### src/rtl/bram_acc_pkg.sv
// Shared types and helpers for the BRAM accumulator.
//   state_e    : controller states
//   SAT_W      : working width of the saturation helper (covers ACC_WIDTH up to 64)
//   sat_signed : clamp a signed value to the signed range of a narrower word
package bram_acc_pkg;

    typedef enum logic [1:0] {
        IDLE  = 2'd0,
        RUN   = 2'd1,
        FLUSH = 2'd2,
        DONE  = 2'd3
    } state_e;

    localparam int unsigned SAT_W = 64;

    // Clamp value to [-2^(data_width-1), 2^(data_width-1)-1]. The result stays SAT_W
    // wide; callers cast it down to data_width bits.
    function automatic logic signed [SAT_W-1:0] sat_signed(
        input logic signed [SAT_W-1:0] value,
        input int unsigned             data_width
    );
        logic signed [SAT_W-1:0] max_v;
        logic signed [SAT_W-1:0] min_v;
        max_v = (64'sd1 <<< (data_width - 1)) - 64'sd1;
        min_v = ~max_v;
        if (value > max_v) begin
            return max_v;
        end else if (value < min_v) begin
            return min_v;
        end
        return value;
    endfunction

endpackage

### src/rtl/bram_accumulator_relu_saturate.sv
// relu_saturate: combinational ReLU-then-saturate of a wide group sum.
//   i_sum     : signed accumulator value, ACC_WIDTH bits
//   i_relu_en : 1 clamps negative sums to 0 before saturation
//   o_result  : signed result saturated to DATA_WIDTH bits
module relu_saturate
    import bram_acc_pkg::*;
#(
    parameter int unsigned DATA_WIDTH = 32,
    parameter int unsigned ACC_WIDTH  = 44
) (
    input  logic signed [ACC_WIDTH-1:0]  i_sum,
    input  logic                         i_relu_en,
    output logic        [DATA_WIDTH-1:0] o_result
);

    logic signed [SAT_W-1:0] sum_ext;
    logic signed [SAT_W-1:0] clamped;

    always_comb begin
        sum_ext  = SAT_W'(i_sum);
        clamped  = (i_relu_en && sum_ext[SAT_W-1]) ? '0 : sum_ext;
        o_result = DATA_WIDTH'(sat_signed(clamped, DATA_WIDTH));
    end

endmodule

### src/rtl/bram_accumulator.sv
// bram_accumulator: reads the product BRAM sequentially, sums consecutive groups of
// group_len signed products, applies optional ReLU and saturation, and writes one
// word per group into the neuron-output BRAM.
//   clk, reset             : clock, asynchronous active-high reset
//   i_run                  : start pulse (IDLE only)
//   i_num_cnt, i_group_len : products to read, products per group (0 means 1)
//   i_relu_en              : clamp negative sums to 0
//   o_idle/o_busy/o_done   : status; o_done pulses for one cycle
//   o_out_cnt              : output words written in the current/last job
//   ce_p/we_p/addr_p/din_p/qout_p : product BRAM port (read only)
//   ce_o/we_o/addr_o/din_o/qout_o : output BRAM port (write only)
module bram_accumulator
    import bram_acc_pkg::*;
#(
    parameter int unsigned DATA_WIDTH = 32,
    parameter int unsigned ADDR_WIDTH = 12,
    parameter int unsigned ACC_WIDTH  = DATA_WIDTH + ADDR_WIDTH
) (
    input  logic                  clk,
    input  logic                  reset,
    input  logic                  i_run,
    input  logic [ADDR_WIDTH-1:0] i_num_cnt,
    input  logic [ADDR_WIDTH-1:0] i_group_len,
    input  logic                  i_relu_en,
    output logic                  o_idle,
    output logic                  o_busy,
    output logic                  o_done,
    output logic [ADDR_WIDTH-1:0] o_out_cnt,
    output logic                  ce_p,
    output logic                  we_p,
    output logic [ADDR_WIDTH-1:0] addr_p,
    output logic [DATA_WIDTH-1:0] din_p,
    input  logic [DATA_WIDTH-1:0] qout_p,
    output logic                  ce_o,
    output logic                  we_o,
    output logic [ADDR_WIDTH-1:0] addr_o,
    output logic [DATA_WIDTH-1:0] din_o,
    input  logic [DATA_WIDTH-1:0] qout_o
);

    localparam logic [ADDR_WIDTH-1:0] ADDR_ONE = ADDR_WIDTH'(1);

    state_e state_q, state_d;

    logic [ADDR_WIDTH-1:0] num_cnt_q, num_cnt_d;
    logic [ADDR_WIDTH-1:0] group_len_q, group_len_d;
    logic                  relu_en_q, relu_en_d;
    logic [ADDR_WIDTH-1:0] rd_cnt_q, rd_cnt_d;
    logic [ADDR_WIDTH-1:0] elem_cnt_q, elem_cnt_d;
    logic [ADDR_WIDTH-1:0] wr_cnt_q, wr_cnt_d;
    logic                  rd_valid_q, rd_valid_d;
    logic                  rd_last_q, rd_last_d;
    logic                  wr_valid_q, wr_valid_d;
    logic [DATA_WIDTH-1:0] out_reg_q, out_reg_d;

    logic signed [ACC_WIDTH-1:0] acc_q, acc_d;
    logic signed [ACC_WIDTH-1:0] prod_ext;
    logic signed [ACC_WIDTH-1:0] acc_next;

    logic                  run_accept;
    logic                  rd_is_last;
    logic                  group_close;
    logic [DATA_WIDTH-1:0] sat_result;

    logic unused_qout_o;
    assign unused_qout_o = ^qout_o;

    assign rd_is_last = (rd_cnt_q == num_cnt_q - ADDR_ONE);

    // Controller
    always_comb begin
        state_d     = state_q;
        num_cnt_d   = num_cnt_q;
        group_len_d = group_len_q;
        relu_en_d   = relu_en_q;
        rd_cnt_d    = rd_cnt_q;
        run_accept  = 1'b0;

        unique case (state_q)
            IDLE: begin
                if (i_run) begin
                    run_accept  = 1'b1;
                    num_cnt_d   = i_num_cnt;
                    group_len_d = (i_group_len == '0) ? ADDR_ONE : i_group_len;
                    relu_en_d   = i_relu_en;
                    rd_cnt_d    = '0;
                    state_d     = (i_num_cnt == '0) ? DONE : RUN;
                end
            end
            RUN: begin
                if (rd_is_last) begin
                    rd_cnt_d = '0;
                    state_d  = FLUSH;
                end else begin
                    rd_cnt_d = rd_cnt_q + ADDR_ONE;
                end
            end
            FLUSH: begin
                // Once the read pipe is empty no further group can close; a write still
                // flagged in wr_valid_q completes on this same edge.
                if (!rd_valid_q) begin
                    state_d = DONE;
                end
            end
            DONE: begin
                state_d = IDLE;
            end
            default: begin
                state_d = IDLE;
            end
        endcase
    end

    // Datapath
    always_comb begin
        rd_valid_d = (state_q == RUN);
        rd_last_d  = (state_q == RUN) && rd_is_last;

        prod_ext = ACC_WIDTH'(signed'(qout_p));
        acc_next = (elem_cnt_q == '0) ? prod_ext : acc_q + prod_ext;

        // A group closes on its last element or on the job's final product, which
        // flushes a partial trailing group.
        group_close = rd_valid_q && ((elem_cnt_q == group_len_q - ADDR_ONE) || rd_last_q);

        acc_d = rd_valid_q ? acc_next : acc_q;

        elem_cnt_d = elem_cnt_q;
        if (run_accept) begin
            elem_cnt_d = '0;
        end else if (rd_valid_q) begin
            elem_cnt_d = group_close ? '0 : elem_cnt_q + ADDR_ONE;
        end

        out_reg_d  = group_close ? sat_result : out_reg_q;
        wr_valid_d = group_close;

        wr_cnt_d = wr_cnt_q;
        if (run_accept) begin
            wr_cnt_d = '0;
        end else if (wr_valid_q) begin
            wr_cnt_d = wr_cnt_q + ADDR_ONE;
        end
    end

    relu_saturate #(
        .DATA_WIDTH (DATA_WIDTH),
        .ACC_WIDTH  (ACC_WIDTH)
    ) u_relu_saturate (
        .i_sum     (acc_next),
        .i_relu_en (relu_en_q),
        .o_result  (sat_result)
    );

    always_ff @(posedge clk or posedge reset) begin
        if (reset) begin
            state_q     <= IDLE;
            num_cnt_q   <= '0;
            group_len_q <= '0;
            relu_en_q   <= 1'b0;
            rd_cnt_q    <= '0;
            elem_cnt_q  <= '0;
            wr_cnt_q    <= '0;
            rd_valid_q  <= 1'b0;
            rd_last_q   <= 1'b0;
            wr_valid_q  <= 1'b0;
            out_reg_q   <= '0;
            acc_q       <= '0;
        end else begin
            state_q     <= state_d;
            num_cnt_q   <= num_cnt_d;
            group_len_q <= group_len_d;
            relu_en_q   <= relu_en_d;
            rd_cnt_q    <= rd_cnt_d;
            elem_cnt_q  <= elem_cnt_d;
            wr_cnt_q    <= wr_cnt_d;
            rd_valid_q  <= rd_valid_d;
            rd_last_q   <= rd_last_d;
            wr_valid_q  <= wr_valid_d;
            out_reg_q   <= out_reg_d;
            acc_q       <= acc_d;
        end
    end

    assign o_idle    = (state_q == IDLE);
    assign o_busy    = (state_q == RUN) || (state_q == FLUSH);
    assign o_done    = (state_q == DONE);
    assign o_out_cnt = wr_cnt_q;

    assign ce_p   = (state_q == RUN);
    assign we_p   = 1'b0;
    assign addr_p = rd_cnt_q;
    assign din_p  = '0;

    assign ce_o   = wr_valid_q;
    assign we_o   = wr_valid_q;
    assign addr_o = wr_cnt_q;
    assign din_o  = out_reg_q;

endmodule

### config.mk
export PLATFORM = sky130hd
export DESIGN_NAME = bram_accumulator
export DESIGN_NICKNAME = d
export VERILOG_FILES = /design/src/rtl/bram_acc_pkg.sv /design/src/rtl/bram_accumulator_relu_saturate.sv /design/src/rtl/bram_accumulator.sv
export SDC_FILE = /design/constraint.sdc
export NUM_CORES = 1
export LEC_CHECK = 0
export ABC_CLOCK_PERIOD_IN_PS = 6300
export BUFFER_PORTS_ARGS = -buffer_cell sky130_fd_sc_hd__buf_2
export CORE_ASPECT_RATIO = 1.25
export CORE_UTILIZATION = 58
export CTS_BUF_LIST = sky130_fd_sc_hd__clkbuf_8
export CTS_CLUSTER_DIAMETER = 150
export CTS_CLUSTER_SIZE = 8
export DETAILED_ROUTE_END_ITERATION = 8
export PLACE_DENSITY = 0.8
export SLEW_MARGIN = 20
export SYNTH_ARGS = -nofsm -noshare
export SYNTH_HDL_FRONTEND = slang
export SYNTH_SLANG_ARGS = --single-unit
export TNS_END_PERCENT = 1
### constraint.sdc
create_clock -name clk -period 6.3 [get_ports clk]
set_clock_uncertainty 0.15 [all_clocks]
set_input_delay 0.945 -clock clk [delete_from_list [all_inputs] [get_ports clk]]
set_output_delay 0.945 -clock clk [all_outputs]
set_load 0.05 [all_outputs]
* Word-level counts from Yosys, hierarchy flattened *
Index checks and enable logic that the tools add are counted.

word-level totals
  flip-flop bits (word level) = 142
  output and inout bits = 107
  word-level logic and storage cells = 66

cells by class
  add/subtract/negate cells = 6
  $lt $le $gt $ge = 2
  equality and inequality tests = 8
  mux-type cells = 23
  reductions and logical operators = 15

operator list
  cell                     number
  $mux W12                 8
  $mux W32                 3
  $gt A64 B32 Y1 const B   1
  $lt A64 B32 Y1 const B   1
  $mux W64                 1
  $add A44 B32 Y44         1
  $mux W44                 1
  $add A12 B1 Y12 const B  3
  $logic_not A12 Y1        3
  $eq A12 B12 Y1           2
  $pmux W12 S2             1
  $sub A12 B1 Y12 const B  2
  $mux W2                  4
  $pmux W2 S4              1
  $reduce_bool A2 Y1       3
  $eq A2 B2 Y1 const B     2
  $mux W1                  4
  $ne A2 B2 Y1 const B     2
  $reduce_and A2 Y1        2
  $logic_and A1 B1 Y1      3
  $reduce_and A3 Y1        1
  $eq A2 B1 Y1 const B     1
  $logic_not A2 Y1         1
  $logic_or A1 B1 Y1       2
  $ne A2 B1 Y1 const B     1

* Depth between registers and ports, before layout *
  depth in word-level cells = 8
  mapped depth = 16

* Modules after synthesis *
Synthesis repeated with hierarchy kept, for this count alone.

unflattened totals
  cell total of the unflattened synthesis = 1177
  area total of the unflattened synthesis = 10375.0 µm²

by module, submodules not included
  module            times used  cells an instance  area an instance (µm²)  sequential area each (µm²)
  bram_accumulator  1           1129               10002.1                 3553.4
  relu_saturate     1           48                 372.9                   0.0

* Worst setup path before layout *
No wires, ideal clock.

  path type = input port to flip-flop
  start = input qout_p[0]
  end = register out_reg_q[0], in the netlist din_o[0]
  setup time = 0.121 ns
  arrival time = 3.881 ns
  slack = 2.148 ns
  stages = 15
  cell sequence = ha_1 > inv_1 > fa_1 > nor2b_1 > o2111ai_1 > and4bb_1 > o21a_1 > a21oi_1 > a21oi_1 > xnor2_1 > nand4b_1 > o41ai_1 > a41oi_4 > buf_6 > o22a_1

between the ends
  cells in the longest elaborated chain, start to end = 8
  elaborated cells on any way between the ends = 10
  those cells by class = 1 x add/sub; 2 x order compare; 6 x mux; 1 x reduce/logical

ends and longest elaborated chain
  what                  RTL line                              source
  from (decl)           bram_accumulator.sv:33                input logic [DATA_WIDTH-1:0] qout_p,
  $add A44 B32 Y44      bram_accumulator.sv:120               acc_next = (elem_cnt_q == '0) ? prod_ext : acc_q + prod_ext;
  $mux W44 (*)          bram_accumulator.sv:120
  $logic_and A1 B1 Y1   bram_accumulator_relu_saturate.sv:21  clamped = (i_relu_en && sum_ext[SAT_W-1]) ? '0 : sum_ext;
  $mux W64 (*)          bram_accumulator_relu_saturate.sv:21
  $lt A64 B32 Y1        bram_acc_pkg.sv:28                    end else if (value < min_v) begin
  $mux W1               bram_acc_pkg.sv:28
  $mux W1               bram_acc_pkg.sv:26                    if (value > max_v) begin
  $mux W32 (*)          bram_acc_pkg.sv:31                    return value;
  to (signal assigned)  bram_accumulator.sv:180               out_reg_q <= out_reg_d;
  to (decl)             bram_accumulator.sv:54                logic [DATA_WIDTH-1:0] out_reg_q, out_reg_d;

Every way passes the cells marked *; elsewhere a longest branch is shown, timed or not.
A chain may end at the register's enable or synchronous reset.

* Final worst setup path *
  start = input qout_p[0]
  end = register out_reg_q[25], in the netlist din_o[25]

The elaborated chain is that of the path after synthesis.

==> qor.log <==
[worst_setup_path] crit path max-delay cell type a41oi_4
[sta] final setup violation count 0
[cells_and_area] number of antenna repair diodes 0
[worst_setup_path] arrival time of data at the critical path endpoint 4970 ps
[sta] RSZ-0062 raised after global routing false
[route] Routed Antenna Nets 0
[worst_setup_path] capture instance of the worst register-to-register path din_o[25]
[worst_setup_path] setup slack of the most critical reg-to-reg path 1730 ps
[worst_setup_path] kind of cell adding the most delay to the critical path compound AO/OA/AOI/OAI gates
[synthesis] post-synthesis cell count 1,229
[placed_design] placer congestion estimate 0.935
[cells_and_area] Layout Cells excl Fill 1,542
[power] power per cell area 556 nW/um2
[worst_setup_path] critical-path cell list buf_2, ha_1, inv_1, fa_1, nor2b_1, o2111ai_1, and4bb_1, o21a_1, a21oi_1, a21oi_1, xnor2_1, nand4b_1, o41ai_1, a41oi_4, o22a_1
[global_route] Global Route Usage Sum 28.5%
[die] Cell Rows 53
[worst_setup_path] Register-to-Register Path Depth 14
[power] Cell Int Power 3010 uW
[synthesis] syn avg cell area 8.26 um2
[synthesis] FF+latch count, synth 142
[clock_tree] TritonCTS clock tree yes
[cells_and_area] Nets 1,456
[clock_tree] Worst-path clk slew 80 ps
[cells_and_area] Syn-to-layout area delta 8.96%
[power] Comb pwr share 62.9%
[global_route] vias in the first global route 8,773
[die] Die X-Extent 120 um
[sta] shortest clock period the worst path allows after layout 4790 ps
[synthesis] number of flops mapped to enable cells by yosys 0
[sta] timing-limited maximum frequency 0.209 GHz
[die] Die Area 18,000 um2
[flow_run] number of max-cap violations 0
[power] Worst IR Drop VDD 0.000246 V
[worst_setup_path] largest fanout on the critical path 31
[synthesis] async set or reset register ratio after synthesis 100%
[synthesis] sequential cell area fraction in the yosys report 35.0%
[global_route] GR Overflow Total 0
[clock_tree] post-cts sizing count 0
[power] switching power summed over all nets 3140 uW
[cells_and_area] fraction of final layout cells sized beyond drive strength 1 14.4%
[worst_setup_path] CP peak stage delay 550 ps
[status] run status completed
[clock_tree] post-CTS setup buffers 0
[clock_tree] clock latency reported for the late side of the worst-skew pair 470 ps
[sta] Hold Vio Cnt, Final 0
[sta] TNS Setup 0 ps
[worst_setup_path] required time at the endpoint of the critical path 6490 ps
[synthesis] main flop type after synthesis dfrtp_1
[sta] count of final max-slew check failures 0
[cells_and_area] final std cell area, no fill 11,100 um2
[sta] transition time at the pin with the least slew margin 1060 ps
[clock_tree] Max Buffers Root-to-Sink 2
[worst_setup_path] Most common cell on crit path a21oi_1
[route] residual DRC count 0
[clock_tree] level count of the clock H-tree 4
[sta] Worst Setup Slack, final 1510 ps
[clock_tree] Clock Sink Count 142
[hold_path] Hold Path Depth 2
[worst_setup_path] worst reg2reg startpoint acc_q[0]
[worst_setup_path] crit path capture type register
[synthesis] netlist area before placement 10,200 um2
[clock_tree] hold-fix buffer count after cts 0
[power] leakage power 0.00510 uW
[hold_path] type of the most critical hold path register to register
[hold_path] worst-case hold path end point din_o[31]
[die] vertical extent of the die 150 um
[placed_design] Post-Place Setup Slack 1100 ps
[route] routed wire length per instance 16.0 um
[sta] worst rel slew slack 29.4%
[route] number of optimization iterations in the first detailed-route pass 6
[worst_setup_path] type of the worst setup path input port to register
[placed_design] dpl cells 1,511
[route] Avg Vias per Cell 5.96
[power] sequential cell fraction of total power 24.5%
[global_route] first-pass GRT wire length 41,200 um
[die] Initial Util 59.8%
[placed_design] Cell Area, Placed 10,700 um2
[global_route] number of antenna violations at the first check in global routing 0
[power] fraction of power spent switching nets 51.1%
[cells_and_area] Filler cells 1,494
[route] wirelength, routed 24,700 um
[worst_setup_path] critical path buffer and inverter count 2
[placed_design] Detailed Place HPWL 18,000 um
[power] part of the power in the clock network 12.6%
[die] count of boundary I/O pins 199
[clock_tree] Num CTS Buffers 17
[synthesis] Syn. warnings 0
[worst_setup_path] number of gates on the worst path with buffers counted 15
[worst_setup_path] startpoint type of the worst setup path input port
[route] routed via count 9,187
[global_route] pin count of the biggest net entering global routing 91
[placed_design] quantity of I/O buffers inserted on ports 133
[hold_path] HP Start din_o[31]
[sta] Final Cycle Share 76.0%
[cells_and_area] Core Util, Final 65.2%
[die] core area 17,000 um2
[route] violation count after the first detailed-route iteration 467
[synthesis] number of unique standard cell types used by synthesis 76
[clock_tree] buffer cell driving the clock tree root clkbuf_8
[final cells by class]
cell class,count,area (um2),share of cell area (%)
multi-input cells,978,5980,54.0
well taps,220,275,2.49
flip-flops and latches,142,3550,32.1
repair buffers,141,726,6.56
clock buffers,19,262,2.36
clock inverters,12,148,1.33
inverters,30,120,1.09
[power by group through the flow]
| stage | clock network, uW | registers, uW | logic (uW) |
|---|---|---|---|
| 3_3_place_gp | 0 | 1510 | 3740 |
| 5_1_grt | 822 | 1550 | 4280 |
| 3_5_place_dp | 0 | 1520 | 3830 |
| 2_1_floorplan | 0 | 1800 | 2750 |
| 6_report | 776 | 1510 | 3870 |
| 4_1_cts | 786 | 1510 | 3840 |
[metrics by stage]
step,power (uW),hold WS [ps]
after floorplan,4550,305
final,6150,327
after global routing,6650,350
after CTS,6140,335
after global placement,5250,310
after detailed placement,5350,315
[per-layer routing]
layer	part of all wire, %	vias up	track usage (%)	wire, um
li1	-	4475	-	-
met1	41	4373	34.3	10200
met2	51	290	49.7	12500
met3	5.5	49	5.60	1360
met4	2.5	0	11.4	608
met5	0	-	0	0
[cell families after synthesis]
family	Yosys count	synth area share (%)
compound gates	358	22.3
xor+xnor	85	7.33
fa+ha+maj	54	6.73
buf+inv	141	7.35
flops	142	35.0
mux	14	1.40
other cells	1	0.0369
simple gates	434	19.9
[cells in the final DEF, fill, tap and decap left out, types with 8 or more instances in the layout]
master      n
a21o_1      8
a21oi_1   136
a31oi_1    10
and2_1      8
and3_1     14
buf_2     133
buf_4       8
clkbuf_8   19
conb_1     33
dfrtp_1   141
ha_1       53
inv_1      30
mux2i_1    12
nand2_1   160
nand3_1    28
nand4_1    26
nor2_1    118
nor3_1     14
nor4_1     13
o211ai_1   17
o21a_1     16
o21ai_0    54
o21ai_1    32
o22a_1     34
or3_1      10
xnor2_1    48
xor2_1     37
[registers in the layout, summed over array words and instances (netlist names)]
register and count:
addr_p 12, group_len_q 12, addr_o 12, rd_last_q 1, relu_en_q 1, ce_o 1
num_cnt_q 12, elem_cnt_q 12, din_o 32, rd_valid_q 1, state_q 2, acc_q 44
[how the worst max path moves through the flow]
stage | startpoint | to | slack, ps
after global placement | qout_p[0] | din_o[10] | 1200
after floorplan | reset | acc_q[0] | 1400
after CTS | qout_p[0] | din_o[25] | 1570
final | qout_p[0] | din_o[25] | 1510
after detailed placement | qout_p[0] | din_o[25] | 1100
after global routing | qout_p[0] | din_o[25] | 1220
[tightest hold or removal path: cells and delay by family (launching register included)]
family	cells	cell delay [ps]
AND/OR/NAND/NOR	1	50
flip-flops	1	340
AO/OA/AOI/OAI	1	50
[Yosys cell counts (all sizes together) (3+ instances only)]
master	n	area [um2]
nand3	28	140
nand2b	7	43.8
o2111ai	3	26.3
o21a	16	120
or4	4	33.8
or3	10	62.6
a211oi	5	47.5
buf	58	433
xor2	37	324
nor4	13	81.3
dfrtp	142	3550
nand2	160	601
ha	53	663
nor2b	8	52.6
nor3	15	80.1
nor3b	4	30.0
o21ai	86	430
and3	14	87.6
a31o	3	26.3
o22a	34	298
a211o	3	26.3
a311oi	3	26.3
o211ai	18	140
and4	3	26.3
nand3b	4	30.0
o21bai	5	37.5
nor2	122	468
inv	30	115
o311ai	4	35.0
and2	8	50.1
a31oi	10	62.6
nand4	26	163
mux2i	12	120
a21o	8	60.1
a21oi	137	697
o31ai	4	30.0
a221oi	5	61.3
xnor2	48	420
clkbuf	53	199
Power figures use the tool's default switching activity.
